[config.mk]
export PLATFORM = sky130hd
export DESIGN_NAME = control_fsm
export DESIGN_NICKNAME = d
export VERILOG_FILES = /design/src/rtl/control_pkg.sv /design/src/rtl/cond_check.sv /design/src/rtl/control_fsm.sv
export SDC_FILE = /design/constraint.sdc
export NUM_CORES = 1
export LEC_CHECK = 0
export BUFFER_PORTS_ARGS = -buffer_cell sky130_fd_sc_hd__buf_2
export CAP_MARGIN = 40
export CORE_MARGIN = 2
export CORE_UTILIZATION = 45
export CTS_BUF_LIST = sky130_fd_sc_hd__clkbuf_8 sky130_fd_sc_hd__clkbuf_16
export DETAILED_ROUTE_END_ITERATION = 10
export PLACE_DENSITY = 0.7
export SYNTH_ARGS = -nofsm -noshare
export SYNTH_HDL_FRONTEND = slang
export SYNTH_SLANG_ARGS = --single-unit
[constraint.sdc]
create_clock -name clk -period 2.7 [get_ports clk]
set_input_delay 0.135 -clock clk [delete_from_list [all_inputs] [get_ports clk]]
set_output_delay 0.135 -clock clk [all_outputs]
set_load 0.02 [all_outputs]
[src/rtl/control_pkg.sv]
// Shared constants for the multicycle control unit: state encoding, opcodes,
// branch condition codes and ALU flag bit positions.
package control_pkg;

    localparam logic [2:0] StFetch  = 3'd0;
    localparam logic [2:0] StDecode = 3'd1;
    localparam logic [2:0] StExec   = 3'd2;
    localparam logic [2:0] StBranch = 3'd3;
    localparam logic [2:0] StLoad1  = 3'd4;
    localparam logic [2:0] StLoad2  = 3'd5;
    localparam logic [2:0] StStore  = 3'd6;
    localparam logic [2:0] StWait   = 3'd7;

    localparam logic [3:0] OP_BCOND = 4'hC;
    localparam logic [3:0] OP_JCOND = 4'h4;
    localparam logic [3:0] OP_LOAD  = 4'h6;
    localparam logic [3:0] OP_STORE = 4'h7;
    localparam logic [3:0] OP_WAIT  = 4'hF;
    localparam logic [3:0] OP_ADDI  = 4'h5;

    localparam logic [3:0] COND_EQ = 4'd0;
    localparam logic [3:0] COND_NE = 4'd1;
    localparam logic [3:0] COND_CS = 4'd2;
    localparam logic [3:0] COND_CC = 4'd3;
    localparam logic [3:0] COND_HI = 4'd4;
    localparam logic [3:0] COND_LS = 4'd5;
    localparam logic [3:0] COND_GT = 4'd6;
    localparam logic [3:0] COND_LE = 4'd7;
    localparam logic [3:0] COND_FS = 4'd8;
    localparam logic [3:0] COND_FC = 4'd9;
    localparam logic [3:0] COND_UC = 4'd14;

    // Flags vector is {N,Z,F,L,C}
    localparam int unsigned FLAG_C = 0;
    localparam int unsigned FLAG_L = 1;
    localparam int unsigned FLAG_F = 2;
    localparam int unsigned FLAG_Z = 3;
    localparam int unsigned FLAG_N = 4;

endpackage

[src/rtl/cond_check.sv]
// Branch condition evaluator: decides whether a 4-bit condition code holds
// for the saved ALU flags.
module cond_check
    import control_pkg::*;
(
    input  logic [4:0] flags,
    input  logic [3:0] cond,
    output logic       taken
);

    always_comb begin
        taken = 1'b0;
        case (cond)
            COND_EQ: taken = flags[FLAG_Z];
            COND_NE: taken = !flags[FLAG_Z];
            COND_CS: taken = flags[FLAG_C];
            COND_CC: taken = !flags[FLAG_C];
            COND_HI: taken = flags[FLAG_L];
            COND_LS: taken = !flags[FLAG_L];
            COND_GT: taken = flags[FLAG_N];
            COND_LE: taken = !flags[FLAG_N];
            COND_FS: taken = flags[FLAG_F];
            COND_FC: taken = !flags[FLAG_F];
            COND_UC: taken = 1'b1;
            default: taken = 1'b0;
        endcase
    end

endmodule

[src/rtl/control_fsm.sv]
// Multicycle control unit: fetch into IR, decode, and sequence datapath controls.
// Timed WAIT instruction is built only when CONTROL_WAIT_EN is defined.
module control_fsm
    import control_pkg::*;
#(
    parameter int unsigned PC_WIDTH       = 15,
    parameter int unsigned WAIT_CYCLES    = 166666,
    parameter int unsigned WAIT_CNT_WIDTH = $clog2(WAIT_CYCLES + 1)
) (
    input  logic                clk,
    input  logic                reset,
    input  logic [15:0]         mem_rdata,
    input  logic                mem_ready,
    input  logic [4:0]          alu_flags,
    input  logic [PC_WIDTH-1:0] reg_b,
    output logic [PC_WIDTH-1:0] pc,
    output logic                mem_addr_sel,
    output logic                mem_we,
    output logic                reg_we,
    output logic                wb_sel,
    output logic                alu_op_sel,
    output logic [15:0]         alu_override,
    output logic [3:0]          reg_waddr,
    output logic [3:0]          reg_raddr_a,
    output logic [3:0]          reg_raddr_b,
    output logic [4:0]          saved_flags,
    output logic                busy_wait
);

    if (WAIT_CYCLES < 1 || WAIT_CNT_WIDTH < $clog2(WAIT_CYCLES + 1) || PC_WIDTH < 8)
    begin : g_param_check
        $error("control_fsm: invalid PC_WIDTH / WAIT_CYCLES / WAIT_CNT_WIDTH");
    end

    logic [2:0]          state_q, state_d;
    logic [PC_WIDTH-1:0] pc_q, pc_d;
    logic [15:0]         ir_q, ir_d;
    logic [4:0]          flags_q, flags_d;
    logic [3:0]          opcode;
    logic                taken;
    logic                exec_nop;
    logic [PC_WIDTH-1:0] pc_inc, pc_rel;

    assign opcode = ir_q[15:12];
    assign pc_inc = pc_q + PC_WIDTH'(1);
    assign pc_rel = pc_q + {{(PC_WIDTH - 8){ir_q[7]}}, ir_q[7:0]};

    cond_check u_cond_check (
        .flags (flags_q),
        .cond  (ir_q[11:8]),
        .taken (taken)
    );

`ifdef CONTROL_WAIT_EN
    logic [WAIT_CNT_WIDTH-1:0] wait_cnt_q, wait_cnt_d;
    logic                      wait_done;

    assign wait_done = (wait_cnt_q == WAIT_CNT_WIDTH'(WAIT_CYCLES - 1));
    assign exec_nop  = 1'b0;
`else
    // Without the timer, WAIT falls through EXEC as a NOP
    assign exec_nop  = (opcode == OP_WAIT);
`endif

    always_comb begin
        state_d = state_q;
        pc_d    = pc_q;
        ir_d    = ir_q;
        flags_d = flags_q;
`ifdef CONTROL_WAIT_EN
        wait_cnt_d = wait_cnt_q;
`endif
        case (state_q)
            StFetch: begin
                if (mem_ready) begin
                    ir_d    = mem_rdata;
                    state_d = StDecode;
                end
            end
            StDecode: begin
                case (opcode)
                    OP_BCOND, OP_JCOND: state_d = StBranch;
                    OP_LOAD:            state_d = StLoad1;
                    OP_STORE:           state_d = StStore;
`ifdef CONTROL_WAIT_EN
                    OP_WAIT:            state_d = StWait;
`endif
                    default:            state_d = StExec;
                endcase
            end
            StExec: begin
                if (!exec_nop) begin
                    flags_d = alu_flags;
                end
                pc_d    = pc_inc;
                state_d = StFetch;
            end
            StBranch: begin
                if (!taken) begin
                    pc_d = pc_inc;
                end else if (opcode == OP_JCOND) begin
                    pc_d = reg_b;
                end else begin
                    pc_d = pc_rel;
                end
                state_d = StFetch;
            end
            StLoad1: begin
                if (mem_ready) begin
                    state_d = StLoad2;
                end
            end
            StLoad2, StStore: begin
                pc_d    = pc_inc;
                state_d = StFetch;
            end
`ifdef CONTROL_WAIT_EN
            StWait: begin
                if (wait_done) begin
                    wait_cnt_d = '0;
                    pc_d       = pc_inc;
                    state_d    = StFetch;
                end else begin
                    wait_cnt_d = wait_cnt_q + WAIT_CNT_WIDTH'(1);
                end
            end
`endif
            default: state_d = StFetch;
        endcase
    end

    always_ff @(posedge clk) begin
        if (reset) begin
            state_q <= StFetch;
            pc_q    <= '0;
            ir_q    <= '0;
            flags_q <= '0;
`ifdef CONTROL_WAIT_EN
            wait_cnt_q <= '0;
`endif
        end else begin
            state_q <= state_d;
            pc_q    <= pc_d;
            ir_q    <= ir_d;
            flags_q <= flags_d;
`ifdef CONTROL_WAIT_EN
            wait_cnt_q <= wait_cnt_d;
`endif
        end
    end

    always_comb begin
        mem_addr_sel = 1'b1;
        mem_we       = 1'b0;
        reg_we       = 1'b0;
        wb_sel       = 1'b1;
        alu_op_sel   = 1'b1;
        alu_override = 16'h0000;
        busy_wait    = 1'b0;
        case (state_q)
            StExec: reg_we = !exec_nop;
            StLoad1: mem_addr_sel = 1'b0;
            StLoad2: begin
                mem_addr_sel = 1'b0;
                reg_we       = 1'b1;
                wb_sel       = 1'b0;
            end
            StStore: begin
                mem_addr_sel = 1'b0;
                mem_we       = 1'b1;
                alu_op_sel   = 1'b0;
                // ADDI #0 on reg_a makes the ALU forward the store data
                alu_override = {OP_ADDI, ir_q[11:8], 8'h00};
            end
`ifdef CONTROL_WAIT_EN
            StWait: busy_wait = 1'b1;
`endif
            default: ;
        endcase
    end

    assign pc          = pc_q;
    assign saved_flags = flags_q;
    assign reg_waddr   = ir_q[11:8];
    assign reg_raddr_a = ir_q[11:8];
    assign reg_raddr_b = ir_q[3:0];

endmodule

==> results.yml <==
status:
  status: "complete, no violations"
power_and_ir_drop:
  power_density_nw_per_um2: 387.7
  power_uw: 1364
  peakVddDrop_mv: 0.2860
  leakage_uw: 0.001633
placement:
  detailed_place_hpwl_mm: 6.347
  gp_routability_congestion: 0.8734
  io_buffers: 81
  place_area_um2: 3417
synth:
  yosys_warnings: 0
  yosysUniqueCellTypes: 68
  synth_area_per_cell_um2: 7.649
  postSynthCellCount: 398
  seq_area_frac_synth: 0.2565
  synth_edf_count: 0
  syn_area_um2: 3044
  synth_ff_type: "dfxtp_1"
  ys_ff_latch: 39
  async_flop_share: 0
finish:
  final_common_cell: "buf_2"
  fillCellCount: 642
  drive_gt1_frac: 0.2505
  antennaDiodeCount: 0
  multi_input_comb_area_um2: 2009
  final_cell_area_um2: 3518
  seqCellArea_um2: 780.7
  syn2layout_area_growth_pct: 15.58
  final_cell_mix: "81 x buf_2, 66 x nand2_1, 39 x dfxtp_1"
  nNetsFinal: 521
floorplanning:
  io_pins: 93
  fp.dieW_um: 86.25
  fp.dieH_um: 86.25
  start_util: 0.4713
  placeableCoreArea_um2: 6459
  die_area_um2: 7439
  row_count: 29
setup_path:
  reg2regPathDepth: 6
  critPathMaxFanout: 12
  r2r_start: "ir_q[10]"
  required_ns: 2.93
  crit_arrival_ns: 2.66
  end_kind: "flop"
  start_kind: "flop"
  r2r_end: "pc[9]"
  setup.worst_path.class: "reg -> reg"
  ff2ff_setup_slack_ns: 0.28
global_routing:
  grt_pass1_vias: 2805
  grtUsageTotal: 0.2257
  grt_max_degree: 43
  antenna_found_initial: 0
  globalRouteOverflowTotal: 0
  grt_pass1_wl_mm: 13.57
routing:
  wire_per_inst_um: 15.39
  vias: 3132
  drt_iter0_markers: 247
  routed_via_density: 5.757
  wl_mm: 8.371
  drcViolationCount: 0
  postRouteAntennaNets: 0
  dr.pass1.iters: 5
timing:
  setup_viol: 0
  rsz0062_at_grt: "false"
  slew_headroom: 0.4665
  skew_ns: 0.007126
  slew_viol_final: 0
  fin_crit_ns: 2.424
  tightest_slew_ns: 0.8003
  timing.final.crit_share: 0.8977
  fin_setup_tns_ns: 0
  report.final.hold_viol_count: 0
  fmaxAchievable_mhz: 412.6
clock_tree:
  cts-root-buf: "clkbuf_8"
  cts_buffers: 5
  cts_max_level: 2
  cts_tree: "built"
  clkTransAtPathRegs_ns: 0.09
  insertion_delay_ns: 0.30
  numClockSinks: 39
  post_cts.repair.setup_buffers: 0
  clockBufferDepth: 2
run:
  maxCapViolCount: 0
hold_path:
  min-delay-start: "mem_rdata[5]"
  hold_class: "in -> reg"
  whs_path_depth: 3
  holdPathEnd: "ir_q[5]"
[critical path: stages, from the launching register on]
cell and delay [ns]:
dfxtp_1 0.49, mux2i_1 0.32, a311oi_1 0.13, buf_4 0.17, or3_1 0.57, or4_1 0.59
o211ai_1 0.09
[cell families (layout without fill, tap and decap cells)]
| group | after synthesis | in the layout | share of synthesized area |
|---|---|---|---|
| xor+xnor | 9 | 9 | 0.02589 |
| fa+ha+maj | 16 | 16 | 0.06823 |
| other cells | 1 | 11 | 0.001232 |
| mux | 12 | 12 | 0.03946 |
| compound gates | 103 | 103 | 0.2326 |
| simple gates | 167 | 167 | 0.2774 |
| buf+inv | 51 | 110 | 0.09864 |
| flops | 39 | 39 | 0.2565 |
[what timing repair did]
| item | CTS | global route |
|---|---|---|
| endpoints found under the setup margin | 0 | 2 |
| endpoints found under the hold margin | 0 | 0 |
| gates resized for setup | 0 | 1 |
| hold buffers | 0 | 0 |
[worst max-delay path by stage]
stage / from / to / slack (ns) / cells past startpoint
floorplan: pc[0] / pc[4] / 0.32 / 9
global placement: ir_q[10] / pc[9] / 0.33 / 6
detailed placement: pc[0] / pc[4] / 0.29 / 9
CTS: pc[0] / pc[12] / 0.27 / 9
global route: pc[0] / pc[12] / 0.05 / 9
finish: ir_q[10] / pc[9] / 0.28 / 6
[per-layer routing]
metal,GRT usage,up-vias,routed length (µm)
met1,0.3265,1446,3826
li1,-,1551,-
met2,0.3495,122,3856
met5,0,-,0
met3,0.03429,13,558
met4,0.06392,0,129
[stage by stage]
stage               instances  hold WS [ns]  setup WS [ns]    util
floorplan                 408        0.2710         0.3246       -
global placement          536        0.3642         0.3290  0.5291
detailed placement        536        0.3803         0.2914  0.5291
CTS                       544       0.05005         0.2669  0.5444
global route              544       0.06371        0.05303  0.5448
finish                    544       0.05578         0.2762  0.5448
[registers in the layout, summed over array words and instances (netlist names)]
name	cells
state_q	3
ir_q	16
pc	15
saved_flags	5
[synth_stat cells (all sizes together), types with 8 or more instances]
cell type  instances  share of area
nor2              24          0.030
or3               10          0.021
nor3               8          0.013
inv                8         0.0099
o21ai             18          0.030
ha                15          0.062
clkbuf            15          0.022
a21oi             30          0.049
nand2             66          0.081
mux2i             12          0.039
buf               28          0.067
nand3             11          0.018
dfxtp             39           0.26
[layout make-up]
cell class,instances,share of cell area
multi-input combinational,318,0.5711
tap,77,0.02738
inverter,8,0.008535
timing repair buffer,94,0.1430
clock inverter,2,0.004623
sequential,39,0.2219
clock buffer,6,0.02347
[where the power goes]
part	internal, µW	leakage [µW]	total [µW]	switching (µW)
clock network	209	0.0000474	446	237
registers	597	0.000317	628	30.7
logic	114	0.00127	290	176
Note: power is estimated with default switching activity, not from simulation.
